File: src/rtl/sdram_port_mux.sv
// sdram_port_mux: shares one SDRAM access port between the RAM eraser, the
// ROM/image downloader and the CPU. Fixed priority is eraser > downloader > CPU.
// Arbitration happens once per ena slot.
// Ports:
//   clk, reset_n         clock and synchronous active-low reset
//   ena                  slot enable; sdram_*/owner/cpu_dout update only when it is high
//   er_*                 eraser stream (erasing, wr, addr, data)
//   dn_*                 downloader stream (busy, wr, addr, data)
//   cpu_*                CPU bus: wr/rd strobes, addr, din, dout, wait
//   sdram_q              SDRAM read data, valid one ena slot after sdram_rd
//   sdram_wr/rd/addr/din registered SDRAM command outputs
//   owner                slot owner: 0 idle, 1 eraser, 2 downloader, 3 CPU
module sdram_port_mux #(
  parameter logic [24:0] ROM_END = 25'h0003FFF
) (
  input  logic        clk,
  input  logic        reset_n,
  input  logic        ena,
  input  logic        er_erasing,
  input  logic        er_wr,
  input  logic [24:0] er_addr,
  input  logic [7:0]  er_data,
  input  logic        dn_busy,
  input  logic        dn_wr,
  input  logic [24:0] dn_addr,
  input  logic [7:0]  dn_data,
  input  logic        cpu_wr,
  input  logic        cpu_rd,
  input  logic [24:0] cpu_addr,
  input  logic [7:0]  cpu_din,
  output logic [7:0]  cpu_dout,
  output logic        cpu_wait,
  input  logic [7:0]  sdram_q,
  output logic        sdram_wr,
  output logic        sdram_rd,
  output logic [24:0] sdram_addr,
  output logic [7:0]  sdram_din,
  output logic [1:0]  owner
);

  typedef enum logic [1:0] {
    OwnIdle   = 2'd0,
    OwnEraser = 2'd1,
    OwnDnld   = 2'd2,
    OwnCpu    = 2'd3
  } owner_e;

  logic        cpu_wr_prev_q, cpu_wr_prev_d;
  logic        pend_q, pend_d;
  logic [24:0] pend_addr_q, pend_addr_d;
  logic [7:0]  pend_data_q, pend_data_d;
  logic        rdpend_q, rdpend_d;
  logic        rd_done_q, rd_done_d;
  logic        sdram_wr_q, sdram_wr_d;
  logic        sdram_rd_q, sdram_rd_d;
  logic [24:0] sdram_addr_q, sdram_addr_d;
  logic [7:0]  sdram_din_q, sdram_din_d;
  owner_e      owner_q, owner_d;
  logic [7:0]  cpu_dout_q, cpu_dout_d;
  logic        wr_rise;

  assign wr_rise = cpu_wr & ~cpu_wr_prev_q;

  always_comb begin
    cpu_wr_prev_d = cpu_wr;
    pend_d        = pend_q;
    pend_addr_d   = pend_addr_q;
    pend_data_d   = pend_data_q;
    rdpend_d      = rdpend_q;
    rd_done_d     = rd_done_q;
    sdram_wr_d    = sdram_wr_q;
    sdram_rd_d    = sdram_rd_q;
    sdram_addr_d  = sdram_addr_q;
    sdram_din_d   = sdram_din_q;
    owner_d       = owner_q;
    cpu_dout_d    = cpu_dout_q;

    // Write capture runs every clk so a short strobe between slots is not lost.
    if (wr_rise && !pend_q) begin
      pend_d      = 1'b1;
      pend_addr_d = cpu_addr;
      pend_data_d = cpu_din;
    end

    // Done flag keeps a still-held cpu_rd from reissuing the same read.
    if (!cpu_rd) rd_done_d = 1'b0;

    if (ena) begin
      sdram_wr_d = 1'b0;
      sdram_rd_d = 1'b0;

      if (rdpend_q) begin
        cpu_dout_d = sdram_q;
        rdpend_d   = 1'b0;
        if (cpu_rd) rd_done_d = 1'b1;
      end

      if (er_erasing) begin
        owner_d      = OwnEraser;
        sdram_wr_d   = er_wr;
        sdram_addr_d = er_addr;
        sdram_din_d  = er_data;
      end else if (dn_busy) begin
        owner_d      = OwnDnld;
        sdram_wr_d   = dn_wr;
        sdram_addr_d = dn_addr;
        sdram_din_d  = dn_data;
      end else if (pend_q) begin
        // ROM-range CPU writes still consume the slot but never reach SDRAM.
        owner_d      = OwnCpu;
        sdram_wr_d   = (pend_addr_q > ROM_END);
        sdram_addr_d = pend_addr_q;
        sdram_din_d  = pend_data_q;
        pend_d       = 1'b0;
      end else if (cpu_rd && !rdpend_q && !rd_done_q) begin
        owner_d      = OwnCpu;
        sdram_rd_d   = 1'b1;
        sdram_addr_d = cpu_addr;
        rdpend_d     = 1'b1;
      end else begin
        owner_d = OwnIdle;
      end
    end
  end

  always_ff @(posedge clk) begin
    if (!reset_n) begin
      cpu_wr_prev_q <= 1'b0;
      pend_q        <= 1'b0;
      pend_addr_q   <= '0;
      pend_data_q   <= '0;
      rdpend_q      <= 1'b0;
      rd_done_q     <= 1'b0;
      sdram_wr_q    <= 1'b0;
      sdram_rd_q    <= 1'b0;
      sdram_addr_q  <= '0;
      sdram_din_q   <= '0;
      owner_q       <= OwnIdle;
      cpu_dout_q    <= 8'hFF;
    end else begin
      cpu_wr_prev_q <= cpu_wr_prev_d;
      pend_q        <= pend_d;
      pend_addr_q   <= pend_addr_d;
      pend_data_q   <= pend_data_d;
      rdpend_q      <= rdpend_d;
      rd_done_q     <= rd_done_d;
      sdram_wr_q    <= sdram_wr_d;
      sdram_rd_q    <= sdram_rd_d;
      sdram_addr_q  <= sdram_addr_d;
      sdram_din_q   <= sdram_din_d;
      owner_q       <= owner_d;
      cpu_dout_q    <= cpu_dout_d;
    end
  end

  assign cpu_wait   = pend_q | wr_rise | (cpu_rd & ~rd_done_q);
  assign cpu_dout   = cpu_dout_q;
  assign sdram_wr   = sdram_wr_q;
  assign sdram_rd   = sdram_rd_q;
  assign sdram_addr = sdram_addr_q;
  assign sdram_din  = sdram_din_q;
  assign owner      = owner_q;

endmodule

File: config.mk
export PLATFORM = sky130hd
export DESIGN_NAME = sdram_port_mux
export DESIGN_NICKNAME = d
export VERILOG_FILES = /design/src/rtl/sdram_port_mux.sv
export SDC_FILE = /design/constraint.sdc
export NUM_CORES = 1
export LEC_CHECK = 0
export ABC_AREA = 0
export CELL_PAD_IN_SITES_DETAIL_PLACEMENT = 1
export CELL_PAD_IN_SITES_GLOBAL_PLACEMENT = 2
export CORE_MARGIN = 2
export CORE_UTILIZATION = 21
export CTS_CLUSTER_DIAMETER = 60
export DETAILED_ROUTE_END_ITERATION = 10
export GPL_ROUTABILITY_DRIVEN = 1
export HOLD_SLACK_MARGIN = 0.08
export PLACE_DENSITY = 0.72
export SLEW_MARGIN = 25
export SYNTH_ARGS = -nofsm -noshare
export SYNTH_HDL_FRONTEND = slang
export SYNTH_SLANG_ARGS = --single-unit
File: constraint.sdc
create_clock -name clk -period 1.5 [get_ports clk]
set_input_delay 0.45 -clock clk [delete_from_list [all_inputs] [get_ports clk]]
set_output_delay 0.45 -clock clk [all_outputs]
set_load 0.01 [all_outputs]
==> impl_metrics.yaml <==
outcome:
  status: "finished with violations"
  violations: "negative setup slack"
detailed_routing:
  routedWlPerCell_um: 20.2
  via_per_inst: 4.79
  drc: 0
  ant_nets: 0
  vias: 4190
  firstDrtPassIters: 4
  drt_iter0_markers: 152
  wl_um: 17700
critical_path:
  cp_slowest_cell: "dfxtp_4"
  worstPathArrival_ps: 1170
  endpoint_kind: "output pin"
  r2r_slack_ps: -50
  max_stage_delay_ps: 370
  critPathKind: "flop to output pin"
  startpoint_type: "flop"
  cp.required_ps: 1050
  cp_max_fo: 3
  path_cells: "buf_6 > a21oi_4 > o21ai_2 > buf_2"
  cp_top_family: "flip-flops"
  path_buf_inv: 2
die:
  initial_utilization_pct: 21.4
  die_area_um2: 19400
  rows: 49
  core_area_um2: 18000
  io_pins: 162
  dieWidth_um: 139
  die_y_um: 139
synthesis:
  ys_warn_count: 0
  syn_avg_cell_area_um2: 8.71
  yosysTopAreaCell: "dfxtp_1"
  synth_top_area_share_pct: 42.1
  synth.area.top_cells: "dfxtp_1, mux2_2, nand2_1"
  syn-cell-area_um2: 3850
  yosysSeqAreaShare_pct: 42.1
  netlist_instances: 442
  async_reset_ff_share_pct: 0
  synth_edf_count: 0
  synth_seq_cells: 81
  ys_types: 33
  synth.net_count: 558
  synthFlopType: "dfxtp_1"
clocking:
  cts_sinks: 81
  clk_latency_ps: 350
  cts_buffers: 9
  holdBufCountCts: 0
  cts_tree: "built"
  ctsHtreeMaxLevel: 3
  cts_root_buf: "clkbuf_16"
  clkTransAtPathRegs_ps: 60
  clk_path_buf_depth: 2
timing:
  max-slew-margin-rel_pct: 67.4
  setup_viol: 23
  setup_slack_ps: -119
  layout_min_cycle_time_ps: 1620
  worst_pin_slew_ps: 490
  whs_ps: 460
  finClkSkew_ps: 7.89
  finalHoldViolCount: 0
  period_share_pct: 108
  clock.fmax_ghz: 0.618
  rsz0062_at_grt: "true"
  final_max_slew_viol_count: 0
global_routing:
  grt_start_max_net_pins: 34
  grt_pass1_vias: 4646
  grt_use_total_pct: 17.5
  grt_pass1_wl_um: 26500
  antenna_found_initial: 0
  grt_remaining_overflow: 0
pwr:
  p_leak_nw: 2.97
  total_power_w: 0.00655
  ir_drop_mv: 0.541
  powerDensity_nw_per_um2: 878
worst_hold_path:
  hp-class: "flop to flop"
final_layout:
  layout.nets: 756
  fillers: 1966
  area_growth_pct: 93.8
  drive_above_1_share_pct: 34.9
place:
  hpwl_um: 11300
  gp_congestion: 0.735
  io_buffers: 161
job:
  drv_cap: 0
path summary, 6_finish.rpt:
kind / endpoint / start / cells past startpoint
min reg2reg: pend_addr_q[9] / pend_addr_q[9] / 2
max reg2reg: sdram_addr[11] / pend_q / 6
min: pend_addr_q[9] / pend_addr_q[9] / 2
max: cpu_wait / pend_q / 4
logic make-up after synthesis:
kind of cell | share of synthesized area, %
and+or+nand+nor | 18.8
buffers and inverters | 5.85
DFF | 42.1
AOI/OAI and AO/OA | 21.5
muxes | 11.7
layout make-up:
type | instances | area, µm² | area share [%]
diodes | 1 | 2.50 | 0.0335
clock buffers | 11 | 243 | 3.25
clock inverters | 5 | 55.1 | 0.738
inverters | 5 | 18.8 | 0.252
multi-input cells | 313 | 2810 | 37.7
flip-flops and latches | 81 | 1630 | 21.9
well taps | 229 | 287 | 3.84
repair buffers | 230 | 2410 | 32.3
sequential cells by signal, indices dropped and copies added, names as in the netlist:
register       count
pend_q             1
pend_addr_q       25
owner              2
sdram_din          8
sdram_addr        25
rd_done_q          1
sdram_rd           1
cpu_wr_prev_q      1
sdram_wr           1
cpu_dout           8
pend_data_q        8
per-stage QoR:
stage / cells / setup TNS, ps / setup slack [ps] / area, µm² / utilization, %
floorplan: 442 / -72.5 / -3.62 / 3860 / -
global placement: 834 / -34150 / -650 / 5980 / 33.3
global route: 874 / -1690 / -159 / 7460 / 41.5
detailed placement: 834 / -35290 / -702 / 5980 / 33.3
finish: 875 / -536 / -119 / 7460 / 41.5
CTS: 876 / -1370 / -157 / 7060 / 39.3
placed cells by master (no fill, tap or decap), types with 7 or more instances in the layout:
| cell type | count |
|---|---|
| dfxtp_1 | 73 |
| dfxtp_2 | 7 |
| nand3_1 | 9 |
| buf_4 | 33 |
| a21oi_2 | 20 |
| mux2_4 | 17 |
| dlygate4sd2_1 | 39 |
| and3b_1 | 25 |
| clkdlybuf4s50_1 | 109 |
| clkbuf_16 | 11 |
| o31ai_4 | 20 |
| mux2i_1 | 8 |
| mux2_2 | 16 |
| buf_12 | 18 |
| a21oi_1 | 40 |
| buf_6 | 11 |
| a221oi_2 | 19 |
| nand2_1 | 89 |
cells in the mapped netlist (3+ instances only):
master    instances
clkbuf_1         27
o31ai_1          25
and3b_1          25
o21ai_0           3
a21oi_1          61
dfxtp_1          81
o22ai_1           8
mux2_2           33
buf_6             4
nand2_1          95
inv_1             4
a221oi_1         25
mux2i_1           8
nand3_1           9
buf_2            11
per-layer routing:
| layer | GRT usage, % | vias up | part of all wire [%] |
|---|---|---|---|
| met5 | 0 | - | 0 |
| met1 | 22.9 | 2053 | 45 |
| met3 | 4.44 | 12 | 5.0 |
| li1 | - | 2011 | - |
| met2 | 29.9 | 114 | 49 |
| met4 | 2.66 | 0 | 0.68 |
repair_timing:
action                                 CTS  global route
cloned                                   7             2
pin swaps                               42            22
setup endpoints to repair              114            49
gates resized for setup                154            97
endpoints found under the hold margin    0             0
buffers inserted                        20             1
power breakdown:
part           switching (W)  leakage, nW  internal (W)  total, W
clock               0.000936        0.142       0.00133   0.00227
combinational       0.000827         2.16       0.00103   0.00186
sequential          0.000119        0.670       0.00230   0.00242
total                0.00188         2.97       0.00467   0.00655
worst register-to-register path, delay by kind of cell (launching register included):
| kind | cells | cell delay (ps) |
|---|---|---|
| compound gates | 3 | 600 |
| buf+inv | 3 | 470 |
| flops | 1 | 370 |
No activity file was read; power rests on OpenSTA's default activity.
==> edit, RTL diff (same flow settings) <==
Make the reset (`reset_n`) asynchronous in one clocked block. Comments in the files are not updated.
--- a/src/rtl/sdram_port_mux.sv
+++ b/src/rtl/sdram_port_mux.sv
@@ -125,3 +125,3 @@
 
-  always_ff @(posedge clk) begin
+  always_ff @(posedge clk or negedge reset_n) begin
     if (!reset_n) begin
Function: differs if reset_n is asserted again (counterexample within 4 cycles, from zero or initial values and one cycle with reset_n low); with reset_n held inactive, the same outputs for 4 cycles.
==> edit against the unedited design <==
  * Sequential cell count unchanged
  * Highest routed layer unchanged
  * Critical path depth unchanged
  * Setup slack worse by 0.091 ns
  * Power up 37%
  * Final area down 8.1%
  * Utilization down 4.8 points
  * The run still ends with negative setup slack left
  * Synthesized cell count down 29%
  * Routed wire length down 16%
  * Synthesized area up 3.3%
  * Final cell count down 14%
  * Clock skew about the same
  * Via count down 18%
  * Sequential share of layout area up 7.9 points
  * Register-to-register slack worse by 0.16 ns
==> edit: results (changes against the unedited design) <==
| Metric | Value |
|---|---|
| Slew HR | 79.3% (+12 points) |
| Met2 wire length | 7270 microns (-17%) |
| Status | finished with violations |
| Sequential share of the synthesized area | 51.2% (+9.1 points) |
| Flip-flop and latch area | 2040 sq um (+25%) |
| Routability Congestion | 0.752 (+2.3%) |
| Design Area, Final | 6850 sq um (-8.1%) |
| Setup_tns | -5.34 ns (-4.80 ns) |
| PostCTS Resize Cnt | 143 (-7.1%) |
| DR vias | 3417 (-18%) |
| Total GRT Usage | 15.1% (-2.4 points) |
| Global Route met2 Usage | 25.3% (-4.5 points) |
| Largest net degree at the start of global routing | 47 (+38%) |
| Post-layout util | 36.8% (-4.8 points) |
| Non-Clock Inverter Count | 28 (+23) |
| Post-Route WL | 14900 microns (-16%) |
| Syn avg cell area | 12.7 sq um (+46%) |
| Fillers | 2004 (+1.9%) |
| Dpl ws | -0.659 ns (+0.0423 ns) |
| Worst VDD drop | 0.000557 V (+3.0%) |
| Slowest-stage cell, CP | dfrtp_2 |
| Placed Area | 6060 sq um (+1.3%) |
| Layout Skew | 0.00835 ns (+0.000460 ns) |
| Seq group | 3.35 mW (+38%) |
| Pwr dens | 1310 nW/um^2 (+49%) |
| Final non-clock buffer share | 32.8% (+0.52 points) |
| Post-synthesis mux area share | 29.7% (+18 points) |
| First-pass GRT wire length | 22800 microns (-14%) |
| Seq Cell Count | 81 (unchanged) |
| Library cells used by synthesis | 34 (+3.0%) |
| Critical path's largest stage delay | 0.46 ns (+0.09 ns) |
| DR WL met3 | 680 microns (-23%) |
| Layout cells sized above 1 | 33.0% (-1.9 points) |
| Synth top area cells | dfrtp_1 (46%), mux2_2 (18%), mux2i_1 (8.6%) |
| Crit path max fanout | 4 (+1) |
| Root Driver | clkbuf_16 |
| Fin worst setup slack | -0.210 ns (-0.0912 ns) |
| Switching share of total power | 28.7% (-0.040 points) |
| Placed cell count | 716 (-14%) |
| Endpoints failing setup | 56 (+140%) |
| Clock buffer cells | 13 (+2) |
| HPWL Detailed | 9680 microns (-14%) |
| Synthesized Nets | 428 (-23%) |
| FFs w/ async S/R, synth | 100% (+100 points) |
| Hold_buf cts | 1 (+1) |
| Nets | 632 (-16%) |
| Wl on met1 | 6620 microns (-17%) |
| Clk tree area frac | 4.62% (+0.63 points) |
| Leakage | 3.04 nW (+2.5%) |
| Comb_multi_in | 181 (-42%) |
| Post-synth top cells | dfrtp_1 (73), mux2_2 (63), mux2i_1 (34) |
| Routed WL per cell | 19.7 microns (-2.5%) |
| Tightest Hold Check Type | in2reg |
| Compound-cell area share of the yosys netlist | 9.72% (-12 points) |
| Diode count | 0 (-1) |
| Met3 Use GR | 2.43% (-2.0 points) |
| Area of the multi-input gates | 1850 sq um (-34%) |
| Failing checks | negative setup slack |
| Worst EP arrival | 1.26 ns (+0.09 ns) |
## edit: cell types whose count changed in the layout (fill, tap and decap cells not counted), sizes merged, moves of 26 or more
cell | unedited run | this run
a21oi | 61 | 3
mux2 | 33 | 74
dfrtp | 0 | 73
nand2 | 95 | 16
dfxtp | 81 | 0
mux2i | 8 | 34
## edit: worst paths after layout
| path | startpoint | endpoint | slack (ns) | depth (start not counted) |
|---|---|---|---|---|
| hold reg to reg | pend_addr_q[8]$_DFFE_PN0P_ | pend_addr_q[8]$_DFFE_PN0P_ | 0.50 | 1 |
| setup reg to reg | pend_q$_DFF_PN0_ | sdram_addr[22]$_DFFE_PN0P_ | -0.21 | 6 |
| max in group asynchronous | reset_n | cpu_dout[0]$_DFFE_PN1P_ | 0.56 | 3 |
| hold / removal | cpu_wr | cpu_wr_prev_q$_DFF_PN0_ | 0.39 | 1 |
| min in group asynchronous | reset_n | cpu_dout[3]$_DFFE_PN1P_ | 0.64 | 2 |
| setup / recovery | pend_q$_DFF_PN0_ | cpu_wait | -0.21 | 4 |
